--- config.mk ---
export PLATFORM = sky130hd
export DESIGN_NAME = axi_rd_responder
export DESIGN_NICKNAME = d
export VERILOG_FILES = /design/src/rtl/axi_rd_responder_pkg.sv /design/src/rtl/axi_rd_responder_addr_gen.sv /design/src/rtl/axi_rd_responder.sv
export SDC_FILE = /design/constraint.sdc
export NUM_CORES = 1
export LEC_CHECK = 0
export CAP_MARGIN = 20
export CORE_AREA = 2 2 135 189
export CTS_BUF_LIST = sky130_fd_sc_hd__clkbuf_16
export DETAILED_ROUTE_END_ITERATION = 7
export DIE_AREA = 0 0 137 191
export GPL_ROUTABILITY_DRIVEN = 1
export PLACE_DENSITY = 0.73
export SLEW_MARGIN = 20
export SYNTH_ARGS = -nofsm -noshare
export SYNTH_HDL_FRONTEND = slang
export SYNTH_HIERARCHICAL = 1
export SYNTH_SLANG_ARGS = --single-unit
--- constraint.sdc ---
create_clock -name clk -period 7.8 [get_ports clk]
set_clock_uncertainty 0.1 [all_clocks]
set_input_delay 1.56 -clock clk [delete_from_list [all_inputs] [get_ports clk]]
set_output_delay 1.56 -clock clk [all_outputs]
set_load 0.02 [all_outputs]
--- src/rtl/axi_rd_responder_pkg.sv ---
// Shared types and encodings for the AXI4 read responder and its address generator.
package axi_rd_responder_pkg;

   localparam logic [1:0] RESP_OKAY   = 2'b00;
   localparam logic [1:0] RESP_SLVERR = 2'b10;
   localparam logic [1:0] RESP_DECERR = 2'b11;

   localparam logic [1:0] BURST_FIXED = 2'b00;
   localparam logic [1:0] BURST_INCR  = 2'b01;
   localparam logic [1:0] BURST_WRAP  = 2'b10;

   typedef enum logic [1:0] {IDLE, WAIT, READ, RESP} state_t;

   typedef logic [7:0] burst_len_t;
   typedef logic [3:0] axi_id_t;

   function automatic logic wrap_len_ok(input burst_len_t len);
      return (len == 8'd1) || (len == 8'd3) || (len == 8'd7) || (len == 8'd15);
   endfunction

endpackage

--- src/rtl/axi_rd_responder_addr_gen.sv ---
// Combinational next-beat address for FIXED/INCR/WRAP bursts plus per-beat legality flags.
module axi_burst_addr_gen
   import axi_rd_responder_pkg::*;
#(
   parameter int ADDR_W = 32
) (
   input  logic [ADDR_W-1:0] addr,
   input  logic [2:0]        size,
   input  burst_len_t        len,
   input  logic [1:0]        burst,
   output logic [ADDR_W-1:0] next_addr,
   output logic              misaligned,
   output logic              illegal
);

   logic [ADDR_W-1:0] step;
   logic [ADDR_W-1:0] container;
   logic [ADDR_W-1:0] mask;
   logic              bad_burst;

   always_comb begin
      step       = ADDR_W'(1) << size;
      container  = step * ADDR_W'(len) + step;
      mask       = container - ADDR_W'(1);
      bad_burst  = (burst == 2'b11) || ((burst == BURST_WRAP) && !wrap_len_ok(len));
      illegal    = bad_burst || (size > 3'd3);
      misaligned = (addr & (step - ADDR_W'(1))) != '0;
      // An unusable burst type has no defined address sequence, so it stays put like FIXED.
      next_addr  = addr;
      if (!bad_burst) begin
         case (burst)
            BURST_INCR: next_addr = addr + step;
            BURST_WRAP: next_addr = (addr & ~mask) | ((addr + step) & mask);
            default:    next_addr = addr;
         endcase
      end
   end

endmodule

--- src/rtl/axi_rd_responder.sv ---
// AXI4 read-channel slave: one burst at a time served from a synchronous single-port memory.
//  state | meaning
//  IDLE  | s_arready high, waiting for an AR handshake
//  WAIT  | first-beat latency countdown
//  READ  | one-cycle memory read of the current beat (suppressed on error)
//  RESP  | s_rvalid high, beat held until s_rready
module axi_rd_responder
   import axi_rd_responder_pkg::*;
#(
   parameter int                ADDR_W = 32,
   parameter int                DATA_W = 64,
   parameter int                MEM_AW = 16,
   parameter logic [ADDR_W-1:0] BASE   = 32'h8000_0000,
   parameter logic [ADDR_W-1:0] SIZE   = 32'h0800_0000,
   parameter int                LAT    = 2
) (
   input  logic              clk,
   input  logic              rst,
   input  logic              s_arvalid,
   output logic              s_arready,
   input  logic [ADDR_W-1:0] s_araddr,
   input  axi_id_t           s_arid,
   input  burst_len_t        s_arlen,
   input  logic [2:0]        s_arsize,
   input  logic [1:0]        s_arburst,
   output logic              s_rvalid,
   input  logic              s_rready,
   output logic [DATA_W-1:0] s_rdata,
   output logic [1:0]        s_rresp,
   output logic              s_rlast,
   output axi_id_t           s_rid,
   output logic              mem_ren,
   output logic [MEM_AW-1:0] mem_raddr,
   input  logic [DATA_W-1:0] mem_rdata
);

   state_t            state_q, state_d;
   logic [ADDR_W-1:0] addr_q, next_addr, offset;
   axi_id_t           id_q, rid_q;
   burst_len_t        len_q, beat_q;
   logic [2:0]        size_q;
   logic [1:0]        burst_q, rresp_q;
   logic [7:0]        lat_q;
   logic [DATA_W-1:0] rdata_q;
   logic              rlast_q, fresh_q;
   logic              misaligned, illegal, in_range, beat_decerr, beat_slverr;

   axi_burst_addr_gen #(.ADDR_W(ADDR_W)) u_addr_gen (
      .addr       (addr_q),
      .size       (size_q),
      .len        (len_q),
      .burst      (burst_q),
      .next_addr  (next_addr),
      .misaligned (misaligned),
      .illegal    (illegal)
   );

   always_comb begin
      offset      = addr_q - BASE;
      in_range    = ({1'b0, addr_q} >= {1'b0, BASE}) &&
                    ({1'b0, addr_q} < ({1'b0, BASE} + {1'b0, SIZE}));
      beat_decerr = !in_range;
      beat_slverr = misaligned || illegal;
   end

   always_comb begin
      state_d = state_q;
      case (state_q)
         IDLE:    if (s_arvalid) state_d = (LAT == 0) ? READ : WAIT;
         WAIT:    if (lat_q == 8'd1) state_d = READ;
         READ:    state_d = RESP;
         RESP:    if (s_rready) state_d = rlast_q ? IDLE : READ;
         default: state_d = IDLE;
      endcase
   end

   // Memory data arrives in the first RESP cycle, so it is passed through then and held from rdata_q after.
   always_comb begin
      s_arready = (state_q == IDLE);
      s_rvalid  = (state_q == RESP);
      mem_ren   = (state_q == READ) && !beat_decerr && !beat_slverr;
      mem_raddr = MEM_AW'(offset >> 3);
      s_rdata   = fresh_q ? ((rresp_q == RESP_OKAY) ? mem_rdata : '0) : rdata_q;
      s_rresp   = rresp_q;
      s_rlast   = rlast_q;
      s_rid     = rid_q;
   end

   always_ff @(posedge clk) begin
      if (!rst) begin
         state_q <= IDLE;
         addr_q  <= '0;
         id_q    <= '0;
         len_q   <= '0;
         size_q  <= '0;
         burst_q <= '0;
         beat_q  <= '0;
         lat_q   <= '0;
         rdata_q <= '0;
         rresp_q <= RESP_OKAY;
         rlast_q <= 1'b0;
         rid_q   <= '0;
         fresh_q <= 1'b0;
      end else begin
         state_q <= state_d;
         fresh_q <= 1'b0;
         case (state_q)
            IDLE: begin
               if (s_arvalid) begin
                  addr_q  <= s_araddr;
                  id_q    <= s_arid;
                  len_q   <= s_arlen;
                  size_q  <= s_arsize;
                  burst_q <= s_arburst;
                  beat_q  <= '0;
                  lat_q   <= 8'(LAT);
               end
            end
            WAIT: lat_q <= lat_q - 8'd1;
            READ: begin
               rresp_q <= beat_decerr ? RESP_DECERR : (beat_slverr ? RESP_SLVERR : RESP_OKAY);
               rlast_q <= (beat_q == len_q);
               rid_q   <= id_q;
               fresh_q <= 1'b1;
            end
            RESP: begin
               if (fresh_q) rdata_q <= s_rdata;
               if (s_rready && !rlast_q) begin
                  beat_q <= beat_q + 8'd1;
                  addr_q <= next_addr;
               end
            end
            default: ;
         endcase
      end
   end

endmodule

==> metrics <==
Total Wirelength=33,630 um; Remaining DRCs=0; area post-placement=13,640 sq um; final-stage net count=1,878; syn avg cell area=7.718 sq um; Layout fillers=~2,300; Crit path required time=8.08 ns; Clock power frac=36.1%; Vias=between 10,000 and 15,000; post-synth top area share=24.02%; Setup crit start kind=register; DRT Pass-1 Iters=5; hold path start=rdata_q[51]; htree depth=4; largest net degree at the start of global routing=79; Initial Util=47.28%; Syn. warnings=6; number of max-cap violations=0; Tcrit/Tclk final=91.34%; first-pass GRT wire length=53,500 um; post-layout instance area=14,250 sq um; critical register-to-register path startpoint=size_q[1]; CP arrival=7.40 ns; HPWL Detailed=24,560 um; synth top area cells=dfxtp_1 24%, nand2_1 9.0%, ha_1 8.3%; WL/cell=roughly 17 um; largest buffer count on any clock path=2; Post-CTS Resized=0; I/O Buffers=206; Finished Layout Cells=1,964; CP Capture Type=register; DRT antenna net count=0; initial antenna violation count=0; syn_nets=1,743; CTS Hold Buffers Added=0; total clock sinks=around 140; die height=191 um; core area=between 20,000 and 25,000 sq um; final worst path period need=7.125 ns; number of diodes=0; Clk pin slew, worst setup/hold paths=0.06 ns; largest area contributor in the netlist=dfxtp_1; Seq pwr share=about a third; critical path class=reg2reg; GRT Total Usage=25.74%; setup TNS=0 ns; RSZ-0062 raised after global routing=no; Final Setup Violations=0; Max Transition Viols Final=0; sw power=0.0008050 W; Post-synth ARST share=0%; endpoints failing hold=0; leak pwr=about 5.7 nW; Fmax=about 140 MHz; Max IR drop VDD=163.7 uV; crit path max fanout=12; Comb pwr share=30.1%; Post-Syn Instances=1,501; sequential fraction of the synthesis area=24.02%; Hold Path Class=reg2reg; mapped cell area=11,580 sq um; Pwr Density=163.9 nW/um^2; Sw Ratio=34.47%; placed insts=just under 2,000; CTS root buf=clkbuf_16; Worst Max-Slew Pin Slew=between 0.7 and 0.8 ns; number of global-route vias before repair=10,600; postcts setup bufs=0; share of cells above drive strength 1=4.669%; FP Rows=about 70; Pint=~0.0015 W; Primary FF master, synth=dfxtp_1; die width=137 um; Critical path origin=size_q[1]; Worst-Skew Late Latency=0.44 ns; max_slew headroom=48.09%; Seq cells post-synth=139; GR Overflow Total=0; status=finished, final reports clean; area grow syn2layout=22.97%; GP Congestion=0.9285; IO Count=slightly above 200; CTS tree=built; Vias/cell=5.626; CTS Buf Count=17; count of flip-flops with a built-in enable after synthesis=0; Die ar.=around 26,000 sq um; Synth cell types=79; DRT iter0 DRCs=687
==> cell type report <==
class | count | area [sq um] | share of cell area [%]
timing repair buffer | 225 | 2202 | 15.46
inverter | 135 | 506.7 | 3.557
tap | 315 | 394.1 | 2.767
multi-input combinational | 1118 | 7757 | 54.45
clock buffer | 17 | 425.4 | 2.986
sequential | 139 | 2784 | 19.54
clock inverter | 15 | 176.4 | 1.238
==> metrics by stage <==
stage | worst slack, ns | hold WS, ns | power [W] | util (%)
final | 0.6753 | 0.3514 | 0.002335 | 58.14
after floorplan | 1.147 | 0.3339 | 0.001271 | -
after detailed placement | 0.7845 | 0.3449 | 0.001495 | 55.68
after CTS | 0.7463 | 0.3536 | 0.002346 | 58.14
after global routing | 0.3192 | 0.3693 | 0.002451 | 58.14
after global placement | 0.9427 | 0.3402 | 0.001488 | 55.68
==> flip-flops by register name, summed over array words and instances (netlist names), 2 cells and up <==
register / count
lat_q: 8
s_rresp: 2
burst_q: 2
len_q: 8
state_q: 2
id_q: 4
beat_q: 8
size_q: 3
rdata_q: 64
s_rid: 4
addr_q: 32
==> worst max-delay path, stage by stage, from the launching register on <==
cell and delay, ns:
dfxtp_1 0.55, nand2b_1 0.18, nor2_1 0.63, nand2_1 0.18, fa_1 0.53, fa_1 0.49, inv_1 0.06, fa_1 0.52
fa_1 0.56, inv_1 0.06, fa_1 0.54, inv_1 0.04, ha_1 0.36, o21a_1 0.21, o211ai_1 0.28, a31o_1 0.19
o21ai_1 0.12, o41a_1 0.43, o21ai_2 0.27, a31oi_1 0.16, a311oi_2 0.26, mux2i_1 0.10, nand2_1 0.09, o211a_1 0.15
==> power by group through the flow <==
| stage | registers, W | clock network [W] | logic [W] |
|---|---|---|---|
| 2_1_floorplan | 0.000780 | 0 | 0.000491 |
| 3_3_place_gp | 0.000804 | 0 | 0.000683 |
| 3_5_place_dp | 0.000805 | 0 | 0.000690 |
| 4_1_cts | 0.000789 | 0.000861 | 0.000696 |
| 5_1_grt | 0.000795 | 0.000888 | 0.000768 |
| 6_report | 0.000790 | 0.000843 | 0.000703 |
==> final timing paths <==
path	slack (ns)	endpoint	cells past startpoint
min	0.35	rdata_q[51]	2
min reg2reg	0.35	rdata_q[51]	2
max reg2reg	0.68	addr_q[23]	23
max	0.68	addr_q[23]	23
==> synth_stat cells (18+ instances only) <==
| master | number |
|---|---|
| nand3_1 | 94 |
| o211a_1 | 34 |
| ha_1 | 77 |
| a21boi_0 | 26 |
| clkbuf_1 | 54 |
| and2_1 | 38 |
| buf_4 | 22 |
| a21boi_1 | 65 |
| dfxtp_1 | 139 |
| buf_2 | 26 |
| nand2_1 | 277 |
| inv_1 | 133 |
| a21oi_1 | 49 |
| fa_1 | 48 |
| xnor2_1 | 24 |
| nor2_1 | 51 |
| mux2i_1 | 33 |
| o21ai_0 | 92 |
| and3_1 | 22 |
| a31oi_1 | 18 |
==> metal layers <==
| metal | part of all wire [%] | vias to the layer above | routed length [um] | GRT usage, % |
|---|---|---|---|---|
| met4 | 5.9 | 0 | 1983 | 15.78 |
| met2 | 49 | 433 | 16550 | 44.95 |
| met3 | 7.5 | 103 | 2519 | 5.383 |
| met5 | 0 | - | 0 | 0 |
| met1 | 37 | 5134 | 12580 | 28.14 |
| li1 | - | 5380 | - | - |
==> layout by cell type, fill, tap and decap left out, drive strengths merged, types with 6 or more instances in the layout <==
master	n
nand2	278
clkdlybuf4s50	205
inv	144
dfxtp	139
o21ai	98
nand3	94
a21boi	91
ha	77
nor2	51
a21oi	49
fa	48
and2	39
o211a	34
mux2i	33
xnor2	24
and3	22
buf	20
a31oi	18
clkbuf	17
xor2	13
a211oi	12
nor3	12
o21a	11
nor4	10
a21o	8
nor2b	7
nand4	7
o211ai	7
o31ai	6
==> cells by family (layout without fill, tap and decap cells) <==
family / Yosys count / in the layout / synth area share, %
multiplexers: 33 / 33 / 2.851
flip-flops: 139 / 139 / 24.02
adder cells (fa/ha/maj): 125 / 125 / 16.61
XOR/XNOR: 37 / 37 / 2.797
buffers and inverters: 244 / 392 / 9.104
AND/OR/NAND/NOR: 551 / 551 / 22.35
AO/OA/AOI/OAI: 372 / 372 / 22.27
No activity file was read; power rests on OpenSTA's default activity.
